**src/rtl/fof_arb_pkg.sv**
```systemverilog
// Shared types, defaults and helpers for the first-one-finder arbiter.
// Optional build macro FOF_ARB_PERF_EN enables the performance counters in fof_arbiter.
package fof_arb_pkg;

    localparam int unsigned FOF_SIZE_DEF = 31;
    localparam int unsigned FOF_NREQ_DEF = 4;
    localparam int unsigned PERF_CNT_W   = 16;

    // Round-robin successor of idx in a ring of n entries.
    function automatic int unsigned rr_next(input int unsigned idx, input int unsigned n);
        return ((idx + 32'd1) >= n) ? 32'd0 : (idx + 32'd1);
    endfunction

endpackage

```
**src/rtl/first_one_finder.sv**
```systemverilog
// Combinational most-significant-one detector.
// Ports:
//   data_i      operand
//   max_power_o one-hot of the highest set bit of data_i, zero for a zero operand
module first_one_finder #(
    parameter int unsigned SIZE = 31
) (
    input  logic [SIZE-1:0] data_i,
    output logic [SIZE-1:0] max_power_o
);

    // Scan upward; the last set bit seen is the most significant one.
    always_comb begin
        max_power_o = '0;
        for (int unsigned i = 0; i < SIZE; i++) begin
            if (data_i[i]) begin
                max_power_o = SIZE'(1) << i;
            end
        end
    end

endmodule

```
**src/rtl/fof_arbiter_rr_picker.sv**
```systemverilog
// Combinational round-robin picker: first valid requester at or above rr_ptr_i, with wrap.
// Ports:
//   req_valid_i  per-requester valid
//   rr_ptr_i     highest-priority requester index
//   grant_o      one-hot grant (all-zero when nothing is valid)
//   grant_idx_o  binary index of the granted requester (0 when nothing is valid)
module rr_picker #(
    parameter int unsigned NREQ = 4,
    parameter int unsigned IDW  = $clog2(NREQ)
) (
    input  logic [NREQ-1:0] req_valid_i,
    input  logic [IDW-1:0]  rr_ptr_i,
    output logic [NREQ-1:0] grant_o,
    output logic [IDW-1:0]  grant_idx_o
);

    logic           found_c;
    logic [IDW-1:0] cand_c;

    // Walk the ring starting at rr_ptr_i; the first valid entry wins.
    always_comb begin
        grant_o     = '0;
        grant_idx_o = '0;
        found_c     = 1'b0;
        cand_c      = '0;
        for (int unsigned k = 0; k < NREQ; k++) begin
            cand_c = IDW'((32'(rr_ptr_i) + k) % NREQ);
            if (!found_c && req_valid_i[cand_c]) begin
                found_c         = 1'b1;
                grant_o[cand_c] = 1'b1;
                grant_idx_o     = cand_c;
            end
        end
    end

endmodule

```
**src/rtl/fof_arbiter.sv**
```systemverilog
// Round-robin arbiter sharing one first_one_finder between NREQ requesters,
// returning the MSB one-hot through a single registered valid/ready response slot.
// Optional macro FOF_ARB_PERF_EN adds saturating grant/stall counters.
// Ports:
//   clk, rst        clock, synchronous active-high reset
//   req_valid       per-requester request valid
//   req_data        packed operands, requester i at [i*SIZE +: SIZE]
//   req_ready       one-hot grant (combinational)
//   rsp_valid       response slot holds a result
//   rsp_ready       consumer accepts the response
//   rsp_id          owner of the response
//   rsp_power       one-hot of the operand's highest set bit
//   rsp_zero        operand was zero
//   perf_grant_cnt  (FOF_ARB_PERF_EN) per-requester 16-bit accept counters
//   perf_stall_cnt  (FOF_ARB_PERF_EN) cycles with rsp_valid && !rsp_ready
module fof_arbiter
    import fof_arb_pkg::*;
#(
    parameter int unsigned SIZE = FOF_SIZE_DEF,
    parameter int unsigned NREQ = FOF_NREQ_DEF
) (
    input  logic                       clk,
    input  logic                       rst,
    input  logic [NREQ-1:0]            req_valid,
    input  logic [NREQ*SIZE-1:0]       req_data,
    output logic [NREQ-1:0]            req_ready,
    output logic                       rsp_valid,
    input  logic                       rsp_ready,
    output logic [$clog2(NREQ)-1:0]    rsp_id,
    output logic [SIZE-1:0]            rsp_power,
`ifdef FOF_ARB_PERF_EN
    output logic [NREQ*PERF_CNT_W-1:0] perf_grant_cnt,
    output logic [PERF_CNT_W-1:0]      perf_stall_cnt,
`endif
    output logic                       rsp_zero
);

    localparam int unsigned IDW = $clog2(NREQ);

    logic [NREQ-1:0] grant_c;
    logic [IDW-1:0]  grant_idx_c;
    logic            slot_free_c;
    logic            accept_c;
    logic [SIZE-1:0] operand_c;
    logic [SIZE-1:0] power_c;

    logic            rsp_valid_q;
    logic [IDW-1:0]  rsp_id_q;
    logic [SIZE-1:0] rsp_power_q;
    logic            rsp_zero_q;
    logic [IDW-1:0]  rr_ptr_q;
    logic [IDW-1:0]  rr_ptr_d;

    rr_picker #(
        .NREQ (NREQ),
        .IDW  (IDW)
    ) u_picker (
        .req_valid_i (req_valid),
        .rr_ptr_i    (rr_ptr_q),
        .grant_o     (grant_c),
        .grant_idx_o (grant_idx_c)
    );

    // Grant only when the slot can take a result; nothing is granted while in reset.
    assign slot_free_c = !rsp_valid_q || rsp_ready;
    assign req_ready   = (slot_free_c && !rst) ? grant_c : '0;
    assign accept_c    = |req_ready;
    assign rr_ptr_d    = IDW'(rr_next(32'(grant_idx_c), NREQ));

    // One-hot AND-OR mux of the granted operand.
    always_comb begin
        operand_c = '0;
        for (int unsigned i = 0; i < NREQ; i++) begin
            if (grant_c[i]) begin
                operand_c = operand_c | req_data[i*SIZE +: SIZE];
            end
        end
    end

    first_one_finder #(
        .SIZE (SIZE)
    ) u_fof (
        .data_i      (operand_c),
        .max_power_o (power_c)
    );

    // Response slot and round-robin pointer; an accept reloads even while retiring.
    always_ff @(posedge clk) begin
        if (rst) begin
            rsp_valid_q <= 1'b0;
            rsp_id_q    <= '0;
            rsp_power_q <= '0;
            rsp_zero_q  <= 1'b0;
            rr_ptr_q    <= '0;
        end else if (accept_c) begin
            rsp_valid_q <= 1'b1;
            rsp_id_q    <= grant_idx_c;
            rsp_power_q <= power_c;
            rsp_zero_q  <= ~|power_c;
            rr_ptr_q    <= rr_ptr_d;
        end else if (rsp_ready) begin
            rsp_valid_q <= 1'b0;
        end
    end

    assign rsp_valid = rsp_valid_q;
    assign rsp_id    = rsp_id_q;
    assign rsp_power = rsp_power_q;
    assign rsp_zero  = rsp_zero_q;

`ifdef FOF_ARB_PERF_EN
    logic [NREQ*PERF_CNT_W-1:0] perf_grant_q;
    logic [PERF_CNT_W-1:0]      perf_stall_q;

    // Saturating accept and stall counters.
    always_ff @(posedge clk) begin
        if (rst) begin
            perf_grant_q <= '0;
            perf_stall_q <= '0;
        end else begin
            for (int unsigned i = 0; i < NREQ; i++) begin
                if (req_ready[i] && (perf_grant_q[i*PERF_CNT_W +: PERF_CNT_W] != '1)) begin
                    perf_grant_q[i*PERF_CNT_W +: PERF_CNT_W] <=
                        perf_grant_q[i*PERF_CNT_W +: PERF_CNT_W] + PERF_CNT_W'(1);
                end
            end
            if (rsp_valid_q && !rsp_ready && (perf_stall_q != '1)) begin
                perf_stall_q <= perf_stall_q + PERF_CNT_W'(1);
            end
        end
    end

    assign perf_grant_cnt = perf_grant_q;
    assign perf_stall_cnt = perf_stall_q;
`endif

endmodule

```
**config.mk**
```make
export PLATFORM = sky130hd
export DESIGN_NAME = fof_arbiter
export DESIGN_NICKNAME = d
export VERILOG_FILES = /design/src/rtl/fof_arb_pkg.sv /design/src/rtl/first_one_finder.sv /design/src/rtl/fof_arbiter_rr_picker.sv /design/src/rtl/fof_arbiter.sv
export SDC_FILE = /design/constraint.sdc
export NUM_CORES = 1
export LEC_CHECK = 0
export ABC_AREA = 1
export BUFFER_PORTS_ARGS = -buffer_cell sky130_fd_sc_hd__buf_4
export CAP_MARGIN = 20
export CORE_MARGIN = 1.5
export CORE_UTILIZATION = 50
export CTS_CLUSTER_SIZE = 16
export DETAILED_ROUTE_END_ITERATION = 8
export HOLD_SLACK_MARGIN = 0.03
export PLACE_DENSITY = 0.87
export SLEW_MARGIN = 5
export SYNTH_ARGS = -nofsm -noshare
export SYNTH_HDL_FRONTEND = slang
export SYNTH_SLANG_ARGS = --single-unit
```
**constraint.sdc**
```tcl
create_clock -name clk -period 5.1 [get_ports clk]
set_input_delay 1.275 -clock clk [delete_from_list [all_inputs] [get_ports clk]]
set_output_delay 1.275 -clock clk [all_outputs]
set_load 0.02 [all_outputs]
```
Word-level counts from Yosys, hierarchy flattened:

Cells that the tools add are included.

* bitwise logic cells: 6
* reduce and logical (&&, ||, !) cells: 18
* order comparisons: 9
* mux-type cells: 66
* add/subtract/negate cells: 4

Operators with widths (number)
* 31-bit 2-to-1 mux: 5
* 31-bit OR: 3
* 31-bit OR reduction: 1
* 30-bit 2-to-1 mux: 1
* 29-bit 2-to-1 mux: 1
* 28-bit 2-to-1 mux: 1
* 27-bit 2-to-1 mux: 1
* 26-bit 2-to-1 mux: 1
* 25-bit 2-to-1 mux: 1
* 24-bit 2-to-1 mux: 1
* 4-bit 2-to-1 mux: 6
* 23-bit 2-to-1 mux: 1
* 22-bit 2-to-1 mux: 1
* 21-bit 2-to-1 mux: 1
* 20-bit 2-to-1 mux: 1
* 19-bit 2-to-1 mux: 1
* 18-bit 2-to-1 mux: 1
* 17-bit 2-to-1 mux: 1
* 16-bit 2-to-1 mux: 1
* 15-bit 2-to-1 mux: 1
* 1-bit 2-to-1 mux: 14
* 14-bit 2-to-1 mux: 1
* 13-bit 2-to-1 mux: 1
* 2-bit by 3-bit < comparator with 1-bit output, second input constant: 4
* other kinds (23): 52

* output and inout port bits: 39
* input port bits: 131
* register bits after elaboration: 37
* word-level logic and storage cells: 108

Depth between registers and ports, before layout:

Gate-level depths: netlist (run 1).

* word-level depth: 52
* depth in mapped cells: 25
* mapped depth without buffers: 23

By module:

From an unflattened synthesis (run 1), not the netlist that was laid out.

* cells, all modules: 589
* area total of the unflattened synthesis: 3241.9 µm²

Modules (own cells, without submodules)
* fof_arbiter: cells an instance 378, instances 1, area each 2213.4 µm²
* first_one_finder: cells an instance 129, instances 1, area each 551.8 µm²
* rr_picker: cells an instance 82, instances 1, area each 476.7 µm²

Least setup slack after synthesis (run 1):

Ideal clock, no wire load.

* path type: input to output
* from: input port req_valid[3]
* to: output port req_ready[2]
* data required time: 3.825 ns
* buffers on the path: 2
* arrival time: 2.473 ns
* path slack: 1.352 ns
* cell stages on the path: 13
* path through: inv_1 -> nand2_1 -> nand3_2 -> nand2_4 -> inv_1 -> nand2_1 -> nor2_1 -> nand2_2 -> nand3_4 -> buf_6 -> buf_6 -> nand2_1 -> inv_2

* cells in the longest elaborated chain, start to end: 13
* elaborated cells between the ends (all ways): 25
* classes of those cells: 16 x mux; 3 x bitwise; 6 x reduce/logical

RTL lines
* start: declaration: line fof_arbiter.sv:24 `input logic [NREQ-1:0] req_valid,`
* 1-bit binary-select mux with 2-bit select: line fof_arbiter_rr_picker.sv:28 `if (!found_c && req_valid_i[cand_c]) begin`
* 1-bit 2-to-1 mux (not written as such): line fof_arbiter_rr_picker.sv:28
* 1-bit 2-to-1 mux: line fof_arbiter_rr_picker.sv:28
* 1-bit logical NOT: line fof_arbiter_rr_picker.sv:28
* 1-bit logical AND: line fof_arbiter_rr_picker.sv:28
* 1-bit 2-to-1 mux: line fof_arbiter_rr_picker.sv:28
* 1-bit logical NOT: line fof_arbiter_rr_picker.sv:28
* 1-bit logical AND: line fof_arbiter_rr_picker.sv:28
* 1-bit 2-to-1 mux: line fof_arbiter_rr_picker.sv:28
* 1-bit logical NOT: line fof_arbiter_rr_picker.sv:28
* 1-bit logical AND: line fof_arbiter_rr_picker.sv:28
* 4-bit 2-to-1 mux (*): line fof_arbiter_rr_picker.sv:28
* 4-bit 2-to-1 mux (*): line fof_arbiter.sv:66 `assign req_ready = (slot_free_c && !rst) ? grant_c : '0;`
* end: declaration: line fof_arbiter.sv:26 `output logic [NREQ-1:0] req_ready,`

Every way passes the cells marked *; elsewhere a longest branch is shown, timed or not. The select of a mux whose other input is x is not followed.

Worst setup path in the final report (run 1):

* from: input port req_valid[1]
* to: output port req_ready[2]

Same word-level chain as after synthesis.

==> metrics.md, run 1 <==
| Metric | Value |
|---|---|
| Status | `finished, violations left` |
| Failing checks | `DRC` |
| Final Cycle Share | `81.27%` |
| Core Footprint | `6422 µm²` |
| Wire per inst | `13.44 µm` |
| Min cycle time layout | `4145 ps` |
| Final TNS setup | `0 ps` |
| CP top delay family | `simple AND/OR/NAND/NOR gates` |
| CTS Hold Bufs | `0` |
| Starting density of the core | `52.31%` |
| RSZ-0062 raised after global routing | `no` |
| Detailed Route WL | `11.26 mm` |
| Critical R2R Capture | `rsp_zero` |
| TritonCTS Sinks | `37` |
| Critical Path RT | `3830 ps` |
| Final Cell Area | `4727 µm²` |
| Dominant cells by area after synthesis | `nand2_1 31%, dfxtp_1 22%, nor2_1 8.6%` |
| CP max FO | `32` |
| Die Area | `7220 µm²` |
| Synth-to-Final Area Change | `40.71%` |
| Peak supply drop | `0.4223 mV` |
| Gate Count Post-Synth | `601` |
| Total GRT Usage | `31.55%` |
| Vias post-DR | `4434` |
| Post-CTS sizing | `0` |
| Routability cong. | `0.9321` |
| Async set-reset flop share out of synthesis | `0%` |
| Reg-to-reg startpoint | `rr_ptr_q[0]` |
| List of most frequent post-synthesis cells | `275 x nand2_1, 77 x nor2_1, 37 x dfxtp_1, 37 x o21ai_0, 34 x a21oi_1` |
| R2R setup slack | `1180 ps` |
| Die Ht | `84.97 µm` |
| Post-synth EDFFs | `0` |
| Worst path slowest cell | `nand3_4` |
| CTS root buf | `clkbuf_8` |
| Reg clk slew, reported paths | `80 ps` |
| Dpl hpwl | `8.973 mm` |
| Num rows | `29` |
| Worst path depth | `13` |
| Global-route wire length before repair | `18.75 mm` |
| Syn. warnings | `0` |
| Nets | `898` |
| Critical path's largest stage delay | `310 ps` |
| Critical Path Sink Type | `primary output` |
| Die extent in x | `84.97 µm` |
| Final setup skew | `7.202 ps` |
| Cell taking the most area after synthesis | `nand2_1` |
| Setup bufs post-CTS | `0` |
| TritonCTS clock tree | `built` |
| DRT iter0 DRCs | `270` |
| Fin. Hold Viols | `0` |
| Max Cap Viol | `0` |
| Fillers | `557` |
| Synthesized cell area | `3359 µm²` |
| Critical path arrival | `2870 ps` |
| Mapped Nets | `739` |
| WS Path Type | `input port to primary output` |
| Crit start category | `input port` |
| CP endpoint | `req_ready[2]` |
| Post-synthesis register bit count | `37` |
| Buf+Inv Stages, Crit Path | `5` |
| Cell variety after synth | `27` |
| Top_reg_cell synth | `dfxtp_1` |
| Remaining Overflow, GRT | `0` |
| Fmax | `241.3 MHz` |
| Detailed-route DRC error count | `13` |
| CTS Buffer Depth | `2` |
| # port buffers | `169` |
| Pleak | `2.598 nW` |
| Syn_area_per_cell | `5.590 µm²` |
| Worst R2R Path Depth | `23` |
| Tightest Pin Transition | `746.5 ps` |
| Antenna-violating nets left | `0` |
| Diode count | `0` |
| Final setup viols | `0` |
| Number of global-route vias before repair | `4301` |
| Crit. Startpoint | `req_valid[1]` |
| Vias/cell | `5.291` |
| H-tree depth | `2` |
| Rel. slew slack | `50.16%` |
| Max-slew violations | `0` |
| Hold crit path type | `flop to flop` |
| Initial antenna violation count | `0` |
| Pwr dens | `652.7 nW/µm²` |
| Critical path, cell by cell | `buf_4, inv_1, nand2_1, nand3_2, nand2_4, inv_1, nand2_1, nor2_1, nand2_2, nand3_4, nand2_1, inv_2, buf_4` |
| Seq/Total Area, Yosys | `22.05%` |
| Worst-skew pair later-pin latency | `300 ps` |
| Dpl cell area | `4589 µm²` |
| Layout cells sized above 1 | `29.30%` |
| 1st-pass router iterations | `7` |
| Synth top area share | `30.73%` |
| Top-count cell post-synth | `nand2_1` |
| Worst path most repeated cell | `nand2_1` |
| Largest net degree at the start of global routing | `59` |
| # IOs | `170` |
| TritonCTS buffer count | `5` |
[metrics by stage]
step | setup WS, ps | power (mW) | util (%) | std cells | hold WS [ps]
3_5_place_dp | 879.5 | 2.728 | 71.46 | 830 | 468.5
3_3_place_gp | 1081 | 2.669 | 71.46 | 830 | 464.5
6_report | 955.3 | 3.085 | 73.60 | 838 | 473.6
5_1_grt | 791.7 | 3.392 | 73.60 | 838 | 502.8
4_1_cts | 981.6 | 3.057 | 73.60 | 838 | 479.8
2_1_floorplan | 1352 | 2.240 | - | 601 | 535.1
[flip-flops by register name, summed over array words and instances (netlist names)]
| name | count |
|---|---|
| rsp_power | 31 |
| rr_ptr_q | 2 |
| rsp_id | 2 |
| rsp_valid | 1 |
| rsp_zero | 1 |
[cells in the final DEF, fill, tap and decap left out]
cell type  count
nand2_1      275
buf_4        174
nor2_1        77
o21ai_0       37
dfxtp_1       37
a21oi_1       34
inv_1         32
nand3_1       13
nor3_1        10
nand4_1       10
nor2_2         9
nand2_2        8
nor2_4         7
ha_1           7
inv_2          5
nand3_2        5
clkbuf_8       5
a21boi_0       4
a21oi_2        3
bufinv_16      2
nand2_4        1
a21boi_2       1
nand3_4        1
nor4_4         1
nor3b_1        1
o21ai_1        1
inv_6          1
[cells by family after synthesis]
kind of cell	Yosys count	synth area share [%]
AO/OA/AOI/OAI	80	12.74
buffers and inverters	59	9.274
flip-flops	37	22.05
AND/OR/NAND/NOR	418	53.33
adder cells (fa/ha/maj)	7	2.607
[where the power goes]
part / switching (mW) / internal [mW]
combinational: 1.61 / 0.734
sequential: 0.0510 / 0.378
clock: 0.120 / 0.197
[routing by layer]
| layer | vias to the layer above | global-route usage (%) | wire length (µm) |
|---|---|---|---|
| met3 | 38 | 5.058 | 900 |
| met2 | 226 | 58.01 | 5582 |
| li1 | 2212 | - | - |
| met4 | 0 | 13.86 | 416 |
| met1 | 1958 | 35.70 | 4361 |
| met5 | - | 0 | 0 |
[worst min-delay path by stage]
| stage | start | to | slack (ps) | cells after the start |
|---|---|---|---|---|
| finish | rsp_power[24] | rsp_power[24] | 470 | 2 |
| global route | rsp_power[24] | rsp_power[24] | 500 | 2 |
| CTS | rsp_power[24] | rsp_power[24] | 480 | 2 |
| detailed placement | rsp_power[24] | rsp_power[24] | 470 | 2 |
| global placement | rsp_id[1] | rsp_id[1] | 460 | 2 |
| floorplan | rsp_power[24] | rsp_power[24] | 540 | 2 |
[area by class of cell]
class	count	area, µm²	area share (%)
Tap cell	77	96.34	2.038
Multi-Input combinational cell	505	2307	48.81
Sequential cell	37	740.7	15.67
Clock inverter	3	68.82	1.456
Timing Repair Buffer	174	1306	27.63
Inverter	37	138.9	2.938
Clock buffer	5	68.82	1.456
[worst register-to-register path, cell delays in order (launching register included)]
cell and delay [ps]:
dfxtp_1 560, inv_2 160, ha_1 370, inv_1 140, nand3_1 90, nand2_1 130
nor2_4 80, a21oi_2 140, nand3_2 380, buf_4 350, nand2_1 70, nand2_1 50
nor2_1 280, nand2_2 160, nor2_4 180, nand2_2 100, nor2_4 130, nand2_1 90
nand2_1 80, nor2_1 40, nand2_1 80, nor2_1 50, nand2_1 50, a21oi_1 60
(Power assumes the default switching activity.)
==> run 2: changes to the inputs <==
--- a/config.mk
+++ b/config.mk
@@ -9,11 +9,11 @@
 export BUFFER_PORTS_ARGS = -buffer_cell sky130_fd_sc_hd__buf_4
 export CAP_MARGIN = 20
 export CORE_MARGIN = 1.5
-export CORE_UTILIZATION = 50
+export CORE_UTILIZATION = 42
 export CTS_CLUSTER_SIZE = 16
 export DETAILED_ROUTE_END_ITERATION = 8
 export HOLD_SLACK_MARGIN = 0.03
-export PLACE_DENSITY = 0.87
+export PLACE_DENSITY = 0.78
 export SLEW_MARGIN = 5
 export SYNTH_ARGS = -nofsm -noshare
 export SYNTH_HDL_FRONTEND = slang
==> constraint.sdc (replaced) <==
create_clock -name clk -period 3.65 [get_ports clk]
set_input_delay 0.9125 -clock clk [delete_from_list [all_inputs] [get_ports clk]]
set_output_delay 0.9125 -clock clk [all_outputs]
set_load 0.02 [all_outputs]
==> run 2 against run 1 <==
Effect of this change:
- the flow now finishes without violations
- routed wire length is 5.1% higher
- core utilization is 11 points lower
- count of clock-buffer cells in the layout is 1 higher
- via count is 4.1% lower
- critical path depth stayed put
- sequential share of layout area is 0.35 points lower
==> metrics.md, run 2 (synthesis gave the netlist of run 1 again) <==
| Metric | Value |
|---|---|
| Status | `finished clean` |
| Wire per inst | `13.58 µm` |
| Fillers | `784` |
| Flop pwr share | `13.8%` |
| Critical Path RT | `2740 ps` |
| Met1 GRT Util | `33.50%` |
| Fin. Hold Viols | `0` |
| Global-route wire length before repair | `18.69 mm` |
| Max FFs per register | `31` |
| Critical Path Sink Type | `primary output` |
| # IOs | `170` |
| Num rows | `32` |
| Min cycle time layout | `3456 ps` |
| Detailed-route DRC error count | `0` |
| Switching share of power | `57.12%` |
| WS Path Type | `flop to primary output` |
| CP max FO | `30` |
| H-tree depth | `2` |
| P_int | `1.851 mW` |
| Largest net degree at the start of global routing | `59` |
| Placed Instances | `863` |
| CTS Buffer Depth | `2` |
| Final setup skew | `6.554 ps` |
| Core Util, Final | `62.56%` |
| Total GRT Usage | `27.15%` |
| Layout cells sized above 1 | `30.30%` |
| Final setup viols | `0` |
| Tightest Pin Transition | `784.0 ps` |
| TritonCTS clock tree | `built` |
| 1st-pass router iterations | `4` |
| Max Cap Viol | `0` |
| Non-filler cells, final | `871` |
| Most frequent cells in the layout | `275 x nand2_1, 178 x buf_4, 76 x nor2_1, 37 x o21ai_0, 37 x dfxtp_1` |
| Critical path arrival | `2540 ps` |
| Peak supply drop | `0.3883 mV` |
| Initial antenna violation count | `0` |
| Max-slew violations | `0` |
| CTS Hold Bufs | `0` |
| TritonCTS buffer count | `5` |
| TritonCTS Sinks | `37` |
| Dpl hpwl | `9.536 mm` |
| Commonest non-fill, non-tap cell in the layout | `nand2_1` |
| RSZ-0062 raised after global routing | `no` |
| Core Footprint | `7727 µm²` |
| Final TNS setup | `0 ps` |
| Number of global-route vias before repair | `4043` |
| Final Cell Area | `4835 µm²` |
| Final Cycle Share | `94.70%` |
| Worst-skew pair later-pin latency | `290 ps` |
| Die extent in x | `92.44 µm` |
| Starting density of the core | `43.47%` |
| Detailed Route WL | `11.83 mm` |
| Reg clk slew, reported paths | `70 ps` |
| Rel. slew slack | `47.65%` |
| Routability cong. | `0.9111` |
| # port buffers | `169` |
| Hold crit path type | `flop to flop` |
| Fmax | `289.3 MHz` |
| Pleak | `2.633 nW` |
| Synth-to-Final Area Change | `43.91%` |
| Crit start category | `flop` |
| Total power | `4.318 mW` |
| DRT iter0 DRCs | `193` |
| Met3 Usage GRT | `3.448%` |
| Dpl cell area | `4731 µm²` |
| P_sw | `2.466 mW` |
| Vias post-DR | `4252` |
| Met2 GRT Util | `49.14%` |
| Combinational share of power | `79.2%` |
| Remaining Overflow, GRT | `0` |
| Diode count | `0` |
| GRT Max-Usage Layer | `met2` |
| CTS root buf | `clkbuf_8` |
| Die Ht | `92.44 µm` |
| Antenna-violating nets left | `0` |
| Vias/cell | `4.882` |
| Nets | `906` |
| Pwr dens | `893.1 nW/µm²` |
| Clock power frac | `6.9%` |
| Die Area | `8544 µm²` |
-- run 2: changes by cell type in the layout (fill, tap and decap cells not counted) --
cell | before | now
buf_12 | 0 | 4
buf_4 | 174 | 178
bufinv_16 | 2 | 0
clkbuf_8 | 5 | 6
clkinv_2 | 0 | 1
clkinv_4 | 0 | 1
inv_6 | 1 | 0
nor2_1 | 77 | 76
nor2_2 | 9 | 10
nor3_1 | 10 | 9
nor3_2 | 0 | 1
-- run 2: routing by layer --
layer | routed length (µm) | vias to the layer above
met5 | 0 | -
met4 | 141 | 0
met3 | 754 | 13
met2 | 5820 | 133
met1 | 5113 | 1886
li1 | - | 2220
-- run 2: power by group through the flow --
| stage | sequential (mW) | combinational (mW) | clock [mW] |
|---|---|---|---|
| floorplan | 0.722 | 2.41 | 0 |
| global placement | 0.607 | 3.35 | 0 |
| detailed placement | 0.607 | 3.39 | 0 |
| CTS | 0.599 | 3.41 | 0.305 |
| global route | 0.611 | 3.86 | 0.316 |
| finish | 0.598 | 3.42 | 0.298 |
-- run 2: worst max-delay path, stage by stage (launching register included) --
cell and delay [ps]:
dfxtp_1 470, inv_1 100, ha_1 340, inv_1 130, nand3_1 80, nand2_1 140
nand2_1 90, nor2_2 190, nand2_2 100, nand3_4 110, buf_12 180, nand2_1 80
inv_2 80, buf_4 140
-- run 2: cell type report --
| class | count | area [µm²] | share of cell area, % |
|---|---|---|---|
| timing repair buffer | 182 | 1416 | 29.30 |
| tap | 102 | 127.6 | 2.640 |
| inverter | 37 | 138.9 | 2.873 |
| sequential | 37 | 740.7 | 15.32 |
| multi-input combinational | 505 | 2315 | 47.88 |
| clock inverter | 2 | 13.76 | 0.2847 |
| clock buffer | 6 | 82.58 | 1.708 |
-- run 2: worst paths after layout --
| check | slack, ps | cells past startpoint | to | from |
|---|---|---|---|---|
| worst max-delay path | 190 | 13 | req_ready[2] | rr_ptr_q[1] |
| worst min register to register | 480 | 2 | rsp_power[24] | rsp_power[24] |
| worst min-delay path | 480 | 2 | rsp_power[24] | rsp_power[24] |
| worst max register to register | 320 | 23 | rsp_zero | rr_ptr_q[1] |
-- run 2: repair_timing --
action / 4_1_cts / 5_1_grt
buffers inserted: 0 / 0
endpoints found under the hold margin: 0 / 0
setup endpoints to repair: 0 / 3
resized for setup: 0 / 2
-- run 2: through the flow --
stage               hold slack [ps]  worst slack [ps]
floorplan                     535.1             627.2
global placement              471.4             168.4
detailed placement            475.9             170.6
CTS                           487.9             105.4
global route                  513.8             16.05
finish                        481.1             193.6
